**src/rtl/prog_loader_pkg.sv**
```systemverilog
// prog_loader_pkg: shared loader states, word geometry and default reset vector
package prog_loader_pkg;
  typedef enum logic [2:0] {IDLE, LEN, DATA, WRITE, CSUM, DONE, ERR} loader_state_t;
  localparam int BYTES_PER_WORD = 4;
  localparam logic [31:0] DEFAULT_BASE_ADDR = 32'hBFC00000;
endpackage

```
**src/rtl/prog_loader_if.sv**
```systemverilog
// prog_loader_if: byte-stream input and memory write port of the program loader
interface prog_loader_if #(parameter int ADDRESS_WIDTH = 32);
  logic                     in_valid;
  logic [7:0]               in_data;
  logic                     in_ready;
  logic                     mem_we;
  logic [ADDRESS_WIDTH-1:0] mem_addr;
  logic [ADDRESS_WIDTH-1:0] mem_wdata;
  logic                     mem_ready;
  modport master (input in_valid, in_data, mem_ready, output in_ready, mem_we, mem_addr, mem_wdata);
  modport slave (output in_valid, in_data, mem_ready, input in_ready, mem_we, mem_addr, mem_wdata);
endinterface

```
**src/rtl/prog_loader_byte_packer.sv**
```systemverilog
// byte_packer: little-endian 4-byte word assembler with wrapping byte counter
module byte_packer (
  input  logic        clk,
  input  logic        rst_n,
  input  logic        clr,
  input  logic        en,
  input  logic [7:0]  in_byte,
  output logic [31:0] word,
  output logic [31:0] word_next,
  output logic        word_complete
);
  logic [1:0]  cnt_q, cnt_d;
  logic [31:0] word_q, word_d;
  always_comb begin
    word_d = word_q;
    if (en) word_d[8*cnt_q +: 8] = in_byte;
    cnt_d = clr ? 2'd0 : en ? cnt_q + 2'd1 : cnt_q;
  end
  always_ff @(posedge clk) begin
    if (!rst_n) begin
      cnt_q  <= '0;
      word_q <= '0;
    end else begin
      cnt_q  <= cnt_d;
      word_q <= word_d;
    end
  end
  assign word          = word_q;
  assign word_next     = word_d;
  assign word_complete = en & (cnt_q == 2'd3);
endmodule

```
**src/rtl/prog_loader.sv**
```systemverilog
// prog_loader: length-prefixed byte-stream loader into instruction memory; PROG_LOADER_CHECKSUM_EN adds a trailing sum check
module prog_loader
  import prog_loader_pkg::*;
#(
  parameter int                     ADDRESS_WIDTH = 32,
  parameter logic [ADDRESS_WIDTH-1:0] BASE_ADDR   = ADDRESS_WIDTH'(DEFAULT_BASE_ADDR),
  parameter int                     MEM_BYTES     = 4096
) (
  input  logic          clk,
  input  logic          rst_n,
  input  logic          start,
  prog_loader_if.master bus,
  output logic          cpu_hold,
  output logic          done,
  output logic          err
);
  localparam logic [31:0] MAX_WORDS = 32'(MEM_BYTES / BYTES_PER_WORD);
`ifdef PROG_LOADER_CHECKSUM_EN
  localparam loader_state_t FIN = CSUM;
  logic [31:0] sum_q, sum_d;
`else
  localparam loader_state_t FIN = DONE;
`endif
  loader_state_t state_q, state_d;
  logic [31:0] len_q, len_d, idx_q, idx_d, word, word_next;
  logic idle, clr, byte_fire, wr_fire, word_complete;
  assign idle      = state_q inside {IDLE, DONE, ERR};
  assign clr       = idle & start;
  assign byte_fire = bus.in_valid & bus.in_ready;
  assign wr_fire   = bus.mem_we & bus.mem_ready;
  assign bus.in_ready  = state_q inside {LEN, DATA, CSUM};
  assign bus.mem_we    = state_q == WRITE;
  assign bus.mem_addr  = BASE_ADDR + ADDRESS_WIDTH'({idx_q[29:0], 2'b00});
  assign bus.mem_wdata = ADDRESS_WIDTH'(word);
  assign cpu_hold = !idle;
  assign done     = state_q == DONE;
  assign err      = state_q == ERR;
  byte_packer u_packer (
    .clk(clk), .rst_n(rst_n), .clr(clr), .en(byte_fire), .in_byte(bus.in_data),
    .word(word), .word_next(word_next), .word_complete(word_complete)
  );
  always_comb begin
    state_d = state_q;
    len_d   = len_q;
    idx_d   = idx_q;
`ifdef PROG_LOADER_CHECKSUM_EN
    sum_d   = sum_q;
    if (clr) sum_d = '0;
    if (wr_fire) sum_d = sum_q + word;
    if (state_q == CSUM && word_complete) state_d = word_next == sum_q ? DONE : ERR;
`endif
    if (clr) begin
      state_d = LEN;
      idx_d   = '0;
    end
    if (state_q == LEN && word_complete) begin
      len_d   = word_next;
      state_d = word_next == '0 ? FIN : word_next > MAX_WORDS ? ERR : DATA;
    end
    if (state_q == DATA && word_complete) state_d = WRITE;
    if (wr_fire) begin
      idx_d   = idx_q + 32'd1;
      state_d = idx_q + 32'd1 == len_q ? FIN : DATA;
    end
  end
  always_ff @(posedge clk) begin
    if (!rst_n) begin
      state_q <= IDLE;
      len_q   <= '0;
      idx_q   <= '0;
`ifdef PROG_LOADER_CHECKSUM_EN
      sum_q   <= '0;
`endif
    end else begin
      state_q <= state_d;
      len_q   <= len_d;
      idx_q   <= idx_d;
`ifdef PROG_LOADER_CHECKSUM_EN
      sum_q   <= sum_d;
`endif
    end
  end
endmodule

```
**src/flat_wrapper.sv**
```systemverilog
// flat-port wrapper written by rule: the top's interface ports become plain ports
module prog_loader_flat import prog_loader_pkg::*;
#(
  parameter int                     ADDRESS_WIDTH = 32,
  parameter logic [ADDRESS_WIDTH-1:0] BASE_ADDR   = ADDRESS_WIDTH'(DEFAULT_BASE_ADDR),
  parameter int                     MEM_BYTES     = 4096
)
  (clk, rst_n, start, cpu_hold, done, err, bus_in_valid, bus_in_data, bus_mem_ready, bus_in_ready, bus_mem_we, bus_mem_addr, bus_mem_wdata);
  prog_loader_if #(.ADDRESS_WIDTH(ADDRESS_WIDTH)) bus_i ();
  input  logic clk;
  input  logic rst_n;
  input  logic start;
  output logic cpu_hold;
  output logic done;
  output logic err;
  input wire logic [$bits(bus_i.in_valid)-1:0] bus_in_valid;
  input wire logic [$bits(bus_i.in_data)-1:0] bus_in_data;
  input wire logic [$bits(bus_i.mem_ready)-1:0] bus_mem_ready;
  output wire logic [$bits(bus_i.in_ready)-1:0] bus_in_ready;
  output wire logic [$bits(bus_i.mem_we)-1:0] bus_mem_we;
  output wire logic [$bits(bus_i.mem_addr)-1:0] bus_mem_addr;
  output wire logic [$bits(bus_i.mem_wdata)-1:0] bus_mem_wdata;
  assign bus_i.in_valid = bus_in_valid;
  assign bus_i.in_data = bus_in_data;
  assign bus_i.mem_ready = bus_mem_ready;
  assign bus_in_ready = bus_i.in_ready;
  assign bus_mem_we = bus_i.mem_we;
  assign bus_mem_addr = bus_i.mem_addr;
  assign bus_mem_wdata = bus_i.mem_wdata;
  prog_loader #(.ADDRESS_WIDTH(ADDRESS_WIDTH), .BASE_ADDR(BASE_ADDR), .MEM_BYTES(MEM_BYTES)) u_core (.clk(clk), .rst_n(rst_n), .start(start), .bus(bus_i), .cpu_hold(cpu_hold), .done(done), .err(err));
endmodule
```
**config.mk**
```make
export PLATFORM = sky130hd
export DESIGN_NAME = prog_loader_flat
export DESIGN_NICKNAME = d
export VERILOG_FILES = /design/src/rtl/prog_loader_pkg.sv /design/src/rtl/prog_loader_if.sv /design/src/rtl/prog_loader_byte_packer.sv /design/src/rtl/prog_loader.sv /design/src/flat_wrapper.sv
export SDC_FILE = /design/constraint.sdc
export NUM_CORES = 1
export LEC_CHECK = 0
export CORE_ASPECT_RATIO = 0.8
export CORE_MARGIN = 1
export CORE_UTILIZATION = 40
export CTS_CLUSTER_DIAMETER = 200
export DETAILED_ROUTE_END_ITERATION = 10
export PLACE_DENSITY = 0.68
export SLEW_MARGIN = 10
export SYNTH_ARGS = -nofsm -noshare
export SYNTH_HDL_FRONTEND = slang
export SYNTH_HIERARCHICAL = 1
export SYNTH_SLANG_ARGS = --single-unit
```
**constraint.sdc**
```tcl
create_clock -name clk -period 3.9 [get_ports clk]
set_clock_uncertainty 0.2 [all_clocks]
set_input_delay 0.78 -clock clk [delete_from_list [all_inputs] [get_ports clk]]
set_output_delay 0.78 -clock clk [all_outputs]
set_load 0.05 [all_outputs]
```
======== Yosys cells after proc, flatten, opt, wreduce, memory -nomap -nowiden ========
Index checks and enable logic that the tools add are counted.
storage, ports and cells
  register bits ........................... 101
  output and inout port bits .............. 69
  input port bits ......................... 13
  word-level logic and storage cells ...... 46
operators by class
  $add $sub $neg .......................... 4
  bitwise logic cells ..................... 5
  eq/ne operators ......................... 8
  magnitude comparators ................... 1
  reductions and logical operators ........ 10
  shift-type cells ........................ 2
  multiplexer cells ....................... 11
operator list
  operator                                                number
  two-way mux 32 bit                                      3
  negator 5 -> 34 bit                                     1
  variable shift 8 x 34 -> 32 bit (first input constant)  1
  indexed part select 8 x 34 -> 32 bit                    1
  adder 32 x 1 -> 32 bit (second input constant)          1
  adder 32 bit (first input constant)                     1
  bitwise mux 32 bit                                      1
  equality test 32 bit                                    1
  > comparator 32 x 11 -> 1 bit (second input constant)   1
  zero test 32 bit                                        1
  two-way mux 3 bit                                       7
  equality test 3 bit (second input constant)             3
  equality test 3 x 2 -> 1 bit (second input constant)    2
  nonzero test 3 bit                                      2
  bitwise AND 1 bit                                       4
  nonzero test 4 bit                                      1
  equality test 3 x 1 -> 1 bit (second input constant)    1
  zero test 3 bit                                         1
  adder 2 x 1 -> 2 bit (second input constant)            1
  equality test 2 bit (second input constant)             1
  logical AND 1 bit                                       2
  nonzero test 2 bit                                      1
  OR reduction 2 bit                                      1
  zero test 1 bit                                         1
  inverter 1 bit                                          1

======== Depth between registers and ports, before layout ========
Gate-level depths: netlist of run 1.
  depth after elaboration ................. 10
  mapped depth ............................ 18
  depth with buffers taken out ............ 14

======== By module ========
The synthesis of run 1 kept the hierarchy.
by module, submodules not included
  module       cells an instance  times used  area each (um^2)
  prog_loader  611                1           4528.1
  byte_packer  184                1           1722.9

======== Worst setup path before layout of run 1 ========
No wires, ideal clock.
  path type ............................... flip-flop to flip-flop
  start point ............................. reg u_core.state_q[0]
  end point ............................... reg u_core.state_q[1]
  clock period less this slack ............ 3975 ps
  cell stages (with the launch flop) ...... 15
  slack ................................... -75 ps
  data required time ...................... 3585 ps
  buffers on the path ..................... 2
  arrival time ............................ 3659 ps
  path through ............................ dfxtp_1 buf_2 xnor2_1 o21ai_0 and2_1 buf_6 nand2_1 a32oi_1 inv_1 or4_1 nor4_1 nand2_1 nand2_1 nand2_1 and3_1
on the way
  cells in the longest elaborated chain, start to end .. 9
  elaborated cells between the ends (all ways) .. 22
  classes of those cells .................. eq/ne (6); mux (5); bitwise (4); reduce/logical (7)
ends and longest elaborated chain
  element                                               line                           RTL
  start, declared                                       prog_loader.sv:24              loader_state_t state_q, state_d;
  start signal, assigned                                prog_loader.sv:75              state_q <= state_d;
  equality test 3 x 1 -> 1 bit (tied with other cells)  prog_loader.sv:31              assign bus.in_ready = state_q inside {LEN, DATA, CSUM};
  nonzero test 3 bit (*)                                prog_loader.sv:31
  net bus_in_ready                                      flat_wrapper.sv:19             output wire logic [$bits(bus_i.in_ready)-1:0] bus_in_ready;
  bitwise AND 1 bit (*)                                 prog_loader.sv:29              assign byte_fire = bus.in_valid & bus.in_ready;
  net u_core.byte_fire                                  prog_loader.sv:26              logic idle, clr, byte_fire, wr_fire, word_complete;
  two-way mux 32 bit (*)                                prog_loader_byte_packer.sv:16  if (en) word_d[8*cnt_q +: 8] = in_byte;
  net u_core.word_next[13]                              prog_loader.sv:25              logic [31:0] len_q, len_d, idx_q, idx_d, word, word_next;
  zero test 32 bit (*)                                  prog_loader.sv:58              state_d = word_next == '0 ? FIN : word_next > MAX_WORDS ? ERR : DATA;
  two-way mux 3 bit (*)                                 prog_loader.sv:58
  two-way mux 3 bit (*)                                 prog_loader.sv:56              if (state_q == LEN && word_complete) begin
  two-way mux 3 bit (*)                                 prog_loader.sv:60              if (state_q == DATA && word_complete) state_d = WRITE;
  two-way mux 3 bit (*)                                 prog_loader.sv:61              if (wr_fire) begin
Mark *: on every way through the listed nets, which the timed path passes. The rest lies on a longest branch.
A chain may end at the register's enable or synchronous reset.

======== Worst setup path after layout of run 1 ========
  start point ............................. reg u_core.idx_q[22]
  end point ............................... out bus_mem_addr[30]
on the way
  cells in the longest elaborated chain, start to end .. 1
ends and longest elaborated chain
  element                 line                RTL
  start, declared         prog_loader.sv:25
  start signal, assigned  prog_loader.sv:77   idx_q <= idx_d;
  adder 32 bit            prog_loader.sv:33   assign bus.mem_addr = BASE_ADDR + ADDRESS_WIDTH'({idx_q[29:0], 2'b00});
  end, declared           flat_wrapper.sv:21  output wire logic [$bits(bus_i.mem_addr)-1:0] bus_mem_addr;
No other way between the ends.

==> parameters.txt, run 1 <==
Parameter                              Value

Clock tree
  Clock root cell ... sky130_fd_sc_hd__clkbuf_16
  Buffer depth of the longest clock path ... 2
  Insertion delay to the later sink of the worst-skew pair ... ~0.35 ns
  Clock edge transition at the registers on the reported setup and hold paths ... 0.07 ns
  Number of sinks on the clock net ... just over 100
  H-tree levels ... 3
  Clock tree from TritonCTS ... yes
  Number of hold buffers added after CTS ... 0
  Number of clock buffers inserted by TritonCTS ... 9

STA
  Slew headroom ... 59.4%
  Number of slew-limit violations in the final report ... 0
  Hold slack ... between 0.2 and 0.3 ns
  Final setup vio count ... 0
  Period utilisation layout ... a little over nine tenths
  Accumulated negative setup slack ... 0 ns
  Final hold viol count ... 0
  RSZ-0062 raised after global routing ... no
  Peak clock frequency supported by timing ... 273 MHz
  Worst-margin pin slew ... 0.607 ns
  Shortest clock period the worst path allows after layout ... 3.66 ns

Critical path
  FF-to-FF path depth ... 13
  Largest fanout of any net on the critical path ... 10
  Kind of start point of the critical path ... flip-flop
  RR Startpoint ... u_core/state_q[1]
  Critical path endpoint category ... output pin
  Critical path's slowest cell ... sky130_fd_sc_hd__clkdlybuf4s50_1
  Worst Setup Path Type ... flip-flop to output pin
  Worst R2R Setup Slack ... 0.38 ns
  CP peak stage delay ... 0.83 ns
  R2r endpoint ... u_core/state_q[1]
  Arrival time of the worst setup path ... 2.68 ns
  CP Data Required Time ... 2.92 ns
  Critical Path, Cell by Cell ... or4_1 -> nor3_1 -> nand2_1 -> xor2_1 -> clkdlybuf4s50_1
  CP bufs+invs ... 1
  Top cell family by delay on the critical path ... simple AND/OR/NAND/NOR gates
  Crit path from ... u_core/idx_q[22]

Synthesis
  Number of instances in the synthesized netlist ... 795
  Dominant cell type by area after synthesis ... sky130_fd_sc_hd__dfxtp_1
  Flops & latches, synth ... 101
  Count of unique library cells instantiated by Yosys ... 78
  Total standard cell area after synthesis ... 6250 um^2
  EDFF count, synth ... 0
  Post-Syn Area per Cell ... 7.86 um^2
  Post-synthesis async set-or-reset flop share ... 0%
  Proportion of netlist area held by the largest area contributor ... 32.3%
  Sequential element share of the synthesized area ... about 32%
  Most area-consuming cells after synthesis ... sky130_fd_sc_hd__dfxtp_1 32%, sky130_fd_sc_hd__nand2_1 7.2%, sky130_fd_sc_hd__a21oi_1 5.8%, sky130_fd_sc_hd__xnor2_1 3.9%, sky130_fd_sc_hd__xor2_1 3.6%
  Yosys warning count ... 6
  Most used flip-flop cell after synthesis ... sky130_fd_sc_hd__dfxtp_1

Detailed routing
  Remaining antenna violation count ... 0
  Number of vias per cell ... 5.59
  Number of violations reported at the end of detailed-routing iteration 0 ... 466
  Routed wire length per instance ... 16.8 um
  Number of detailed-route iterations in the first pass ... 5
  Overall routed net length ... 17.6 mm
  Overall via count from detail_route ... 5852
  DRC errors left ... 0

Floorplanning
  Vert. Die Dim ... around 110 um
  Site row count ... 40
  Area enclosed by the die boundary ... 16100 um^2
  Core Footprint ... 15200 um^2
  Ports ... 82
  Die X ... between 100 and 150 um
  Initial Util ... 41.2%

Cells and area
  Total Nets Final ... between 800 and 900
  Antenna Cells ... 0
  Area added between synthesis and finish ... 18.2%
  Most common cell after layout, fill and taps aside ... sky130_fd_sc_hd__nand2_1
  Fraction of layout cells with a size suffix above 1 ... under 10%
  Highest-count cells in the layout ignoring fill and taps ... 120 x sky130_fd_sc_hd__nand2_1, 101 x sky130_fd_sc_hd__dfxtp_1, 78 x sky130_fd_sc_hd__clkdlybuf4s50_1

GRT
  Wire length of the first global-routing pass ... 28.3 mm
  Maximum number of pins on one net before global-route repair ... 44
  Remaining global-route overflow ... 0
  GRT Resource Usage Total ... 22.1%
  Initial antenna violation count ... 0
  Vias in the first global route ... 5305

Run
  Max cap viols ... 0

Min path
  Instance count along the most critical hold path ... 2
  Worst min-delay path endpoint ... u_core/len_q[11]
  Tightest Hold Check Type ... flip-flop to flip-flop
  Worst min-delay path startpoint ... u_core/len_q[11]

Pwr
  Switching power total ... 0.000511 W
  Clk pwr share ... between 40 and 50%
  Share of power burned in registers ... around 47%
  Switching share of power ... 22.9%
  Pint ... about 0.0017 W
  Combinational share of power ... 7.1%
  Static leakage ... 2.87 nW
  Total power density per cell area ... 301 nW/um^2
  Worst IR drop on VDD ... 227 uV

Placement
  Port-buffer cells ... 79
  Placed wire-length estimate ... 12.7 mm
  Routability-driven placement congestion ratio ... 0.935

Status
  Run status ... complete, no violations
[worst max-delay path by stage]
stage	cells past startpoint	slack [ns]	to
6_report	5	0.24	bus_mem_addr[30]
3_5_place_dp	12	0.17	u_core/state_q[1]
2_1_floorplan	16	0.32	u_core/state_q[1]
3_3_place_gp	12	0.25	u_core/state_q[1]
4_1_cts	6	0.12	bus_mem_addr[31]
5_1_grt	5	0.09	bus_mem_addr[30]
[area by class of cell]
class | count | area [um^2]
Timing Repair Buffer | 107 | 1000
Sequential cell | 101 | 2020
Multi-Input combinational cell | 590 | 3670
Tap cell | 210 | 263
Clock inverter | 6 | 113
Fill cell | 1487 | 7780
Clock buffer | 9 | 225
Inverter | 23 | 86.3
[per-layer routing]
metal  share of wire [%]  vias to the layer above  GRT usage, %
met5                   0                        -             0
met4                0.87                        0          5.02
met3                 7.2                       16          3.48
met2                  43                      220          32.9
met1                  49                     2789          33.2
li1                    -                     2827             -
[state kept, by name, indices dropped and copies added (netlist names)]
register,count
u_core/idx_q,32
u_core/len_q,32
u_core/state_q,3
u_core/u_packer/cnt_q,2
u_core/u_packer/word,32
[through the flow]
step | utilization [%] | std cells | total power, W | setup slack [ns] | instance area, um^2
5_1_grt | 48.7 | 1046 | 0.00230 | 0.0925 | 7390
3_5_place_dp | 46.5 | 1031 | 0.00122 | 0.171 | 7050
4_1_cts | 48.7 | 1046 | 0.00224 | 0.123 | 7380
6_report | 48.7 | 1046 | 0.00223 | 0.238 | 7390
2_1_floorplan | - | 796 | 0.00117 | 0.315 | 6250
3_3_place_gp | 46.5 | 1031 | 0.00122 | 0.249 | 7050
[synthesized netlist by cell type (all sizes together) (8+ instances only)]
library cell	count
nand2	121
dfxtp	101
a21oi	72
buf	54
nor2	43
o21ai	35
nand3	31
clkbuf	28
xnor2	28
xor2	26
inv	22
nor3	21
and2	20
nand4	18
a22o	16
nor2b	16
nor4	15
a32oi	13
and3	13
nand3b	10
or3	9
a32o	8
ha	8
[kinds of logic (layout without fill, tap and decap cells)]
| group | after synthesis | in the layout | share of synthesized area, % |
|---|---|---|---|
| xor gates and xnor gates | 54 | 54 | 7.57 |
| muxes | 6 | 6 | 0.981 |
| DFF | 101 | 101 | 32.3 |
| AOI/OAI and AO/OA | 174 | 174 | 17.9 |
| other | 1 | 2 | 0.0600 |
| adders and majority gates | 8 | 8 | 1.60 |
| buffers and inverters | 105 | 145 | 8.95 |
| and+or+nand+nor | 346 | 346 | 30.6 |
[power by group through the flow]
stage               clock network, W  registers (W)  logic [W]
floorplan                          0        0.00107  0.0000917
global placement                   0        0.00107   0.000156
detailed placement                 0        0.00107   0.000155
CTS                          0.00104        0.00104   0.000156
global route                 0.00108        0.00104   0.000169
finish                       0.00103        0.00104   0.000159
[worst reg2reg max path: stages (launching register included)]
cell and delay [ns]:
sky130_fd_sc_hd__dfxtp_1 0.52, sky130_fd_sc_hd__xnor2_1 0.25, sky130_fd_sc_hd__o21ai_1 0.13, sky130_fd_sc_hd__and2_1 0.26, sky130_fd_sc_hd__and3b_1 0.36, sky130_fd_sc_hd__a32oi_1 0.32
sky130_fd_sc_hd__inv_1 0.09, sky130_fd_sc_hd__or4_1 0.52, sky130_fd_sc_hd__nor4_1 0.28, sky130_fd_sc_hd__buf_4 0.17, sky130_fd_sc_hd__nand2_1 0.05, sky130_fd_sc_hd__nand2_1 0.08
sky130_fd_sc_hd__nand2_1 0.05, sky130_fd_sc_hd__and3_1 0.15
[what timing repair did]
| item | CTS | global route |
|---|---|---|
| gates resized for setup | 0 | 1 |
| endpoints found under the hold margin | 0 | 0 |
| setup endpoints to repair | 0 | 1 |
| setup buffers | 0 | 0 |
(Power assumes the default switching activity.)
==> run 2, diff against run 1 <==
Settings changed: MAX_ROUTING_LAYER from default to met4.
==> parameters.txt, run 2 (synthesized netlist as in run 1, its figures left out) <==
Parameter                              Value

Detailed routing
  DRC errors left ... 0 (unchanged)
  Remaining antenna violation count ... 0 (unchanged)
  Overall via count from detail_route ... 5878 (+0.44%)
  Number of detailed-route iterations in the first pass ... 5 (unchanged)
  Routed wire length per instance ... 16.7 um (-0.89%)
  Overall routed net length ... 17.5 mm (-0.80%)
  Number of violations reported at the end of detailed-routing iteration 0 ... 486 (+4.3%)
  Number of vias per cell ... 5.61 (+0.35%)

Clock tree
  Number of hold buffers added after CTS ... 0 (unchanged)
  Number of sinks on the clock net ... 101 (unchanged)
  Resized Gates After CTS ... 0 (unchanged)
  Clock tree from TritonCTS ... yes
  Number of clock buffers inserted by TritonCTS ... 9 (unchanged)
  Postcts setup bufs ... 0 (unchanged)
  H-tree levels ... 3 (unchanged)
  Clock root cell ... sky130_fd_sc_hd__clkbuf_16
  Insertion delay to the later sink of the worst-skew pair ... 0.35 ns (about the same)
  Buffer depth of the longest clock path ... 2 (unchanged)
  Clock edge transition at the registers on the reported setup and hold paths ... 0.07 ns (about the same)

Critical path
  CP peak stage delay ... 0.83 ns (about the same)
  Kind of start point of the critical path ... flip-flop
  Largest fanout of any net on the critical path ... 10 (unchanged)
  Arrival time of the worst setup path ... 2.65 ns (-0.03 ns)
  RR Startpoint ... u_core/state_q[0]
  Critical path endpoint category ... output pin
  Worst R2R Setup Slack ... 0.45 ns (+0.07 ns)
  FF-to-FF path depth ... 13 (unchanged)
  Crit path from ... u_core/idx_q[22]
  CP Data Required Time ... 2.92 ns (about the same)
  Critical Path, Cell by Cell ... or4_1 -> nor3_1 -> nand2_1 -> xor2_1 -> clkdlybuf4s50_1
  Worst Setup Path Type ... flip-flop to output pin
  Critical path's slowest cell ... sky130_fd_sc_hd__clkdlybuf4s50_1
  Critical path endpoint ... bus_mem_addr[30]
  R2r endpoint ... u_core/state_q[1]

Placement
  Port-buffer cells ... 79 (unchanged)
  Placed cell count ... 1032 (+0.097%)
  Routability-driven placement congestion ratio ... 0.946 (+1.2%)
  Placed wire-length estimate ... 12.9 mm (+0.97%)
  Cell Area, Placed ... 7050 um^2 (+0.11%)

Min path
  Tightest Hold Check Type ... flip-flop to flip-flop

Floorplanning
  Ports ... 82 (unchanged)
  Vert. Die Dim ... 114 um (unchanged)
  Site row count ... 40 (unchanged)
  Die X ... 142 um (unchanged)
  Initial Util ... 41.2% (unchanged)
  Core Footprint ... 15200 um^2 (unchanged)
  Area enclosed by the die boundary ... 16100 um^2 (unchanged)

Pwr
  Combinational share of power ... 7.8% (+0.7 points)
  Switching power total ... 0.000532 W (+4.1%)
  Worst IR drop on VDD ... 215 uV (-5.6%)
  Switching share of power ... 25.8% (+2.9 points)
  Total power density per cell area ... 281 nW/um^2 (-6.8%)
  Clk pwr share ... 41.6% (-4.5 points)
  Pint ... 0.00153 W (-11%)
  Share of power burned in registers ... 50.6% (+3.8 points)
  Static leakage ... 2.84 nW (-0.99%)

STA
  Worst-margin pin slew ... 0.563 ns (-0.0439 ns)
  Period utilisation layout ... 93.0% (-0.91 points)
  Final hold viol count ... 0 (unchanged)
  Accumulated negative setup slack ... 0 ns (unchanged)
  Number of slew-limit violations in the final report ... 0 (unchanged)
  Peak clock frequency supported by timing ... 276 MHz (+0.98%)
  Final setup vio count ... 0 (unchanged)
  Slew headroom ... 62.0% (+2.5 points)
  Hold slack ... 0.267 ns (-0.00274 ns)
  Shortest clock period the worst path allows after layout ... 3.63 ns (-0.0355 ns)
  RSZ-0062 raised after global routing ... no

Cells and area
  Non-filler instance count after layout ... 1047 (+0.096%)
  Fraction of layout cells with a size suffix above 1 ... 8.48% (+0.11 points)
  Antenna Cells ... 0 (unchanged)
  Share of the core filled with cells in the final layout ... 48.3% (-0.38 points)
  Post-route cell area ... 7330 um^2 (-0.78%)
  Highest-count cells in the layout ignoring fill and taps ... 120 x sky130_fd_sc_hd__nand2_1, 101 x sky130_fd_sc_hd__dfxtp_1, 78 x sky130_fd_sc_hd__clkdlybuf4s50_1
  Area added between synthesis and finish ... 17.2%
  Total Nets Final ... 854 (+0.12%)
  Most common cell after layout, fill and taps aside ... sky130_fd_sc_hd__nand2_1

GRT
  Maximum number of pins on one net before global-route repair ... 42 (-4.5%)
  GRT Resource Usage Total ... 22.9% (+0.73 points)
  Wire length of the first global-routing pass ... 28.2 mm (-0.29%)
  Initial antenna violation count ... 0 (unchanged)
  Remaining global-route overflow ... 0 (unchanged)
  Vias in the first global route ... 5423 (+2.2%)

Run
  Max cap viols ... 0 (unchanged)

Status
  Run status ... complete, no violations
## run 2: cell count changes in the layout (fill, tap and decap cells not counted), sizes merged
cell,change
bufinv,-3
inv,+2
buf,+1
clkinvlp,+1
## run 2: final cells by class
cell class              instances  area (um^2)
clock buffers                   9          225
clock inverters                 6         47.5
fillers                      1506         7840
inverters                      23         86.3
multi-input cells             590         3670
flip-flops and latches        101         2020
well taps                     210          263
repair buffers                108         1010
## run 2: worst min path at each step
| stage | startpoint | endpoint | slack, ns | cells after the start |
|---|---|---|---|---|
| finish | u_core/len_q[11] | u_core/len_q[11] | 0.27 | 2 |
| global route | u_core/len_q[11] | u_core/len_q[11] | 0.29 | 2 |
| CTS | u_core/len_q[11] | u_core/len_q[11] | 0.27 | 2 |
| detailed placement | u_core/len_q[11] | u_core/len_q[11] | 0.26 | 2 |
| global placement | u_core/len_q[11] | u_core/len_q[11] | 0.26 | 2 |
| floorplan | u_core/len_q[0] | u_core/len_q[0] | 0.25 | 2 |
## run 2: per-layer routing
| layer | GRT usage [%] | share of wire (%) | vias to the layer above |
|---|---|---|---|
| li1 | - | - | 2854 |
| met1 | 32.1 | 49 | 2796 |
| met2 | 33.3 | 43 | 212 |
| met3 | 5.08 | 7.2 | 16 |
| met4 | 4.73 | 0.88 | 0 |
| met5 | - | 0 | - |
## run 2: metrics by stage
stage	power, W	worst slack, ns
3_3_place_gp	0.00122	0.256
6_report	0.00206	0.274
4_1_cts	0.00207	0.118
2_1_floorplan	0.00117	0.315
5_1_grt	0.00213	0.162
3_5_place_dp	0.00122	0.222
## run 2: power groups by stage
stage | Clock (W) | Sequential, W | Combinational, W
after floorplan | 0 | 0.00107 | 0.0000917
after global placement | 0 | 0.00107 | 0.000157
after detailed placement | 0 | 0.00107 | 0.000158
after CTS | 0.000871 | 0.00104 | 0.000159
after global routing | 0.000913 | 0.00104 | 0.000172
final | 0.000855 | 0.00104 | 0.000161
## run 2: critical path, delay by kind of cell (launching register included)
kind,cells,cell delay [ns]
xor gates and xnor gates,1,0.13
buffers and inverters,1,0.83
and+or+nand+nor,3,0.92
DFF,1,0.42
==> run 3, diff against run 2 <==
Settings changed: CORE_MARGIN 1 to default, GPL_TIMING_DRIVEN from default to 0.
==> parameters.txt, run 3 (synthesized netlist as in run 1, its figures left out) <==
Parameter                              Value

Floorplanning
  Initial Util ... 41.2% (unchanged)
  Site row count ... 40 (unchanged)
  Area enclosed by the die boundary ... 16100 um^2 (unchanged)
  Core Footprint ... 15200 um^2 (unchanged)
  Ports ... 82 (unchanged)
  Die X ... 142 um (unchanged)
  Vert. Die Dim ... 114 um (unchanged)

Clock tree
  Buffer depth of the longest clock path ... 2 (unchanged)
  Clock tree from TritonCTS ... yes
  Number of sinks on the clock net ... 101 (unchanged)
  Insertion delay to the later sink of the worst-skew pair ... 0.34 ns (about the same)
  H-tree levels ... 3 (unchanged)
  Clock edge transition at the registers on the reported setup and hold paths ... 0.07 ns (about the same)
  Clock root cell ... sky130_fd_sc_hd__clkbuf_16
  Number of clock buffers inserted by TritonCTS ... 9 (unchanged)
  Postcts setup bufs ... 0 (unchanged)

GRT
  GRT Resource Usage Total ... 24.6% (+1.7 points)
  Wire length of the first global-routing pass ... 30.0 mm (+6.3%)
  Vias in the first global route ... 5537 (+2.1%)
  Maximum number of pins on one net before global-route repair ... 17 (-60%)
  Remaining global-route overflow ... 0 (unchanged)
  Initial antenna violation count ... 1 (+1)

Placement
  Cell Area, Placed ... 7310 um^2 (+3.6%)
  Placed cell count ... 1085 (+5.1%)
  Placed wire-length estimate ... 14.1 mm (+9.8%)
  Port-buffer cells ... 79 (unchanged)
  Routability-driven placement congestion ratio ... 0.959 (+1.4%)

Run
  Max cap viols ... 0 (unchanged)

STA
  Shortest clock period the worst path allows after layout ... 3.70 ns (+0.0693 ns)
  Period utilisation layout ... 94.8% (+1.8 points)
  Worst-margin pin slew ... 0.775 ns (+0.212 ns)
  Peak clock frequency supported by timing ... 271 MHz (-1.9%)
  Slew headroom ... 48.4% (-14 points)
  Final hold viol count ... 0 (unchanged)
  Number of slew-limit violations in the final report ... 0 (unchanged)
  Final setup vio count ... 0 (unchanged)

Cells and area
  Area added between synthesis and finish ... 21.9%
  Post-route cell area ... 7620 um^2 (+4.0%)
  Fraction of layout cells with a size suffix above 1 ... 10.9% (+2.4 points)
  Antenna Cells ... 0 (unchanged)
  Highest-count cells in the layout ignoring fill and taps ... 120 x sky130_fd_sc_hd__nand2_1, 101 x sky130_fd_sc_hd__dfxtp_1, 78 x sky130_fd_sc_hd__clkdlybuf4s50_1
  Total Nets Final ... 907 (+6.2%)
  Most common cell after layout, fill and taps aside ... sky130_fd_sc_hd__nand2_1
  Non-filler instance count after layout ... 1101 (+5.2%)

Critical path
  CP Data Required Time ... 3.97 ns (+1.05 ns)
  Critical path endpoint category ... flip-flop
  Largest fanout of any net on the critical path ... 10 (unchanged)
  Arrival time of the worst setup path ... 3.76 ns (+1.11 ns)
  Kind of start point of the critical path ... flip-flop
  Worst Setup Path Type ... flip-flop to flip-flop

Detailed routing
  Number of violations reported at the end of detailed-routing iteration 0 ... 489 (+0.62%)
  Overall routed net length ... 19.0 mm (+8.7%)
  Routed wire length per instance ... 17.2 um (+3.4%)
  Number of detailed-route iterations in the first pass ... 5 (unchanged)
  Number of vias per cell ... 5.60 (-0.26%)
  Remaining antenna violation count ... 0 (unchanged)
  Overall via count from detail_route ... 6165 (+4.9%)
  DRC errors left ... 0 (unchanged)

Pwr
  Worst IR drop on VDD ... 260 uV (+21%)
  Final total power ... 0.00213 W (+3.3%)
  Total power density per cell area ... 279 nW/um^2 (-0.64%)
  Static leakage ... 3.06 nW (+7.6%)

Min path
  Tightest Hold Check Type ... flip-flop to flip-flop

Status
  Run status ... complete, no violations
==> run 3: cell count changes in the layout (fill, tap and decap cells not counted), moves of 2 or more <==
cell,previous run,this run
sky130_fd_sc_hd__buf_2,0,21
sky130_fd_sc_hd__buf_4,29,27
sky130_fd_sc_hd__buf_6,0,5
sky130_fd_sc_hd__clkbuf_1,0,28
sky130_fd_sc_hd__clkinv_2,0,2
sky130_fd_sc_hd__clkinvlp_4,4,0
==> run 3: worst paths after layout <==
kind | from | endpoint | slack (ns) | cells past startpoint
max | u_core/state_q[0] | u_core/state_q[0] | 0.20 | 16
min reg2reg | u_core/len_q[4] | u_core/len_q[4] | 0.28 | 2
max reg2reg | u_core/state_q[0] | u_core/state_q[0] | 0.20 | 16
min | u_core/len_q[4] | u_core/len_q[4] | 0.28 | 2
==> run 3: per-layer routing <==
| layer | up-vias | share of wire (%) | GRT usage, % |
|---|---|---|---|
| met1 | 2931 | 49 | 36.4 |
| li1 | 2953 | - | - |
| met3 | 23 | 7.9 | 4.45 |
| met4 | 0 | 1.3 | 5.95 |
| met2 | 258 | 41 | 34.0 |
| met5 | - | 0 | - |
==> run 3: power by group <==
group          switching, W  internal, W  leakage, nW
Clock              0.000402     0.000517        0.150
Sequential       0.00000383      0.00104        0.814
Combinational      0.000110    0.0000575         2.09
==> run 3: layout make-up <==
class / count / area [um^2]
Clock buffer: 11 / 243
Sequential cell: 101 / 2020
Inverter: 23 / 86.3
Tap cell: 210 / 263
Multi-Input combinational cell: 590 / 3680
Fill cell: 1494 / 7550
Timing Repair Buffer: 79 / 793
Buffer: 82 / 474
Clock inverter: 5 / 57.6
==> run 3: worst max-delay path, cell delays in order (launching register included) <==
cell                      delay (ns)
sky130_fd_sc_hd__dfxtp_1        0.30
sky130_fd_sc_hd__buf_2          0.16
sky130_fd_sc_hd__xnor2_1        0.30
sky130_fd_sc_hd__o21ai_1        0.13
sky130_fd_sc_hd__and2_1         0.20
sky130_fd_sc_hd__buf_6          0.15
sky130_fd_sc_hd__and3b_1        0.17
sky130_fd_sc_hd__buf_6          0.13
sky130_fd_sc_hd__buf_6          0.14
sky130_fd_sc_hd__a32oi_1        0.30
sky130_fd_sc_hd__inv_1          0.09
sky130_fd_sc_hd__or4_1          0.53
sky130_fd_sc_hd__nor4_2         0.36
sky130_fd_sc_hd__nand2_1        0.10
sky130_fd_sc_hd__nand2_1        0.12
sky130_fd_sc_hd__nand2_1        0.06
sky130_fd_sc_hd__a21oi_1        0.18
==> run 3: timing repair <==
action                                  CTS  global route
endpoints found under the setup margin    0             4
hold buffers                              0             0
resized for setup                         0             4
==> run 3: per-stage QoR <==
step	utilization, %	setup TNS [ns]	worst slack (ns)	hold slack (ns)
floorplan	-	0	0.315	0.248
global placement	48.2	-0.102	-0.0648	0.260
detailed placement	48.2	-0.136	-0.0734	0.267
CTS	50.2	0	0.104	0.277
global route	50.2	-0.00408	-0.00408	0.294
finish	50.2	0	0.205	0.278
==> RTL edit: new RTL, settings of run 2 <==
The option `PROG_LOADER_CHECKSUM_EN` is turned on by a define.
--- a/src/rtl/prog_loader.sv
+++ b/src/rtl/prog_loader.sv
@@ -1,4 +1,6 @@
 // prog_loader: length-prefixed byte-stream loader into instruction memory; PROG_LOADER_CHECKSUM_EN adds a trailing sum check
+`define PROG_LOADER_CHECKSUM_EN
+
 module prog_loader
   import prog_loader_pkg::*;
 #(
Function: changed (a bounded check fails within 10 cycles, from zero or initial values and one cycle with rst_n low).
==> RTL edit against run 2 <==
  * Die area up 46%
  * Synthesized area up 47%
  * Core utilization down 0.79 points
  * Design area up 46%
  * Routed wire length up 52%
  * Sequential power up 40%
  * Global-route usage up 1.1 points
  * Sequential cell count up 32
  * Setup slack better by 0.0047 ns
  * Register-to-register slack worse by 0.17 ns
  * Cell count up 45%
  * Power up 100%
  * Combinational power rose to 6.5 times the old value
  * Via count up 44%
  * Largest power group is now clock
  * Highest routed layer unchanged
==> RTL edit: results (changes against run 2) <==
Parameter                              Value

Status
  Status ... complete, no violations

Drt
  Via count normalized by instance count ... 5.61 (-0.10%)
  Final WL ... 26.5 mm (+52%)
  Number of DRC violations after detailed-routing iteration 0 ... 754 (+55%)
  Per-cell routed wire length ... 17.5 um (+5.1%)
  Detailed route wirelength on metal3 ... 1.98 mm (+57%)

Critical path
  Worst r2r src ... u_core/state_q[1]
  Number of cells on the worst reg-to-reg path ... 16 (+3)
  Worst R2R End ... u_core/state_q[0]
  Critical Path AT ... 3.79 ns (+1.14 ns)

GRT
  Global routing usage on met2 ... 35.7% (+2.4 points)
  Met1 track demand over resource ... 33.6% (+1.5 points)
  Maximum number of pins on one net before global-route repair ... 84 (+100%)
  Wire length of the first global-routing pass ... 42.4 mm (+50%)
  Met3 Resource Use GR ... 4.48% (-0.60 points)
  Via count of the first global-routing pass ... 7715 (+42%)

Power and ir drop
  Clock power frac ... 39.3% (-2.3 points)
  Switch Pwr ... 0.00136 W (+160%)
  Leakage power of the design ... 4.33 nW (+52%)
  P per Cell Area ... 385 nW/um^2 (+37%)

Cells and area
  Total number of nets in the final design ... 1249 (+46%)
  Fraction of layout cells with a size suffix above 1 ... 7.12% (-1.4 points)
  Number of filler cells placed in the layout ... 2224 (+48%)

Synthesis
  Post-synthesis xor/xnor area fraction ... 11.3% (+3.7 points)
  Part of the Yosys area used for sequential elements ... 29.0% (-3.4 points)
  Per-instance average area after synthesis ... 7.94 sq um (+0.95%)
  Main area contributors after synthesis ... dfxtp_1 (29%), nand2_1 (6.2%), xor2_1 (5.7%)
  Compound-gate portion of the synthesized area ... 21.1% (+3.2 points)
  Synth unique cells ... 83 (+6.4%)
  Most numerous cell types in the synthesized netlist ... nand2_1 (152), dfxtp_1 (133), o21ai_0 (62)
  Post-synthesis mux area share ... 0.232% (-0.75 points)

Place
  Half-perimeter wire length after placement ... 19.7 mm (+53%)

Timing
  Setup WS post-layout ... 0.279 ns (+0.00467 ns)

Clock network
  CTS Buf Count ... 17 (+8)
  Insertion delay to the later sink of the worst-skew pair ... 0.43 ns (+0.08 ns)

Min path
  Endpoint, Worst Hold ... u_core/len_q[31]
==> RTL edit: cell types whose count changed in the layout (fill, tap and decap cells not counted), moves of 30 or more <==
| cell | run 2 | this run |
|---|---|---|
| a21boi_0 | 1 | 43 |
| xor2_1 | 26 | 60 |
| o21ai_0 | 27 | 62 |
| nor2b_1 | 16 | 48 |
| xnor2_1 | 28 | 58 |
| nand2_1 | 120 | 151 |
| dfxtp_1 | 101 | 132 |
| ha_1 | 8 | 39 |
==> RTL edit: final cells by class <==
| class | instances | area share [%] |
|---|---|---|
| clock buffer | 17 | 3.98 |
| sequential | 133 | 24.9 |
| tap | 306 | 3.58 |
| inverter | 33 | 1.16 |
| clock inverter | 14 | 1.52 |
| multi-input combinational | 905 | 55.6 |
| timing repair buffer | 106 | 9.24 |
==> RTL edit: metrics by stage <==
step	instance area, sq um	hold WS (ns)
final	10700	0.282
after detailed placement	10100	0.273
after global placement	10100	0.268
after CTS	10700	0.284
after floorplan	9190	0.254
after global routing	10700	0.307
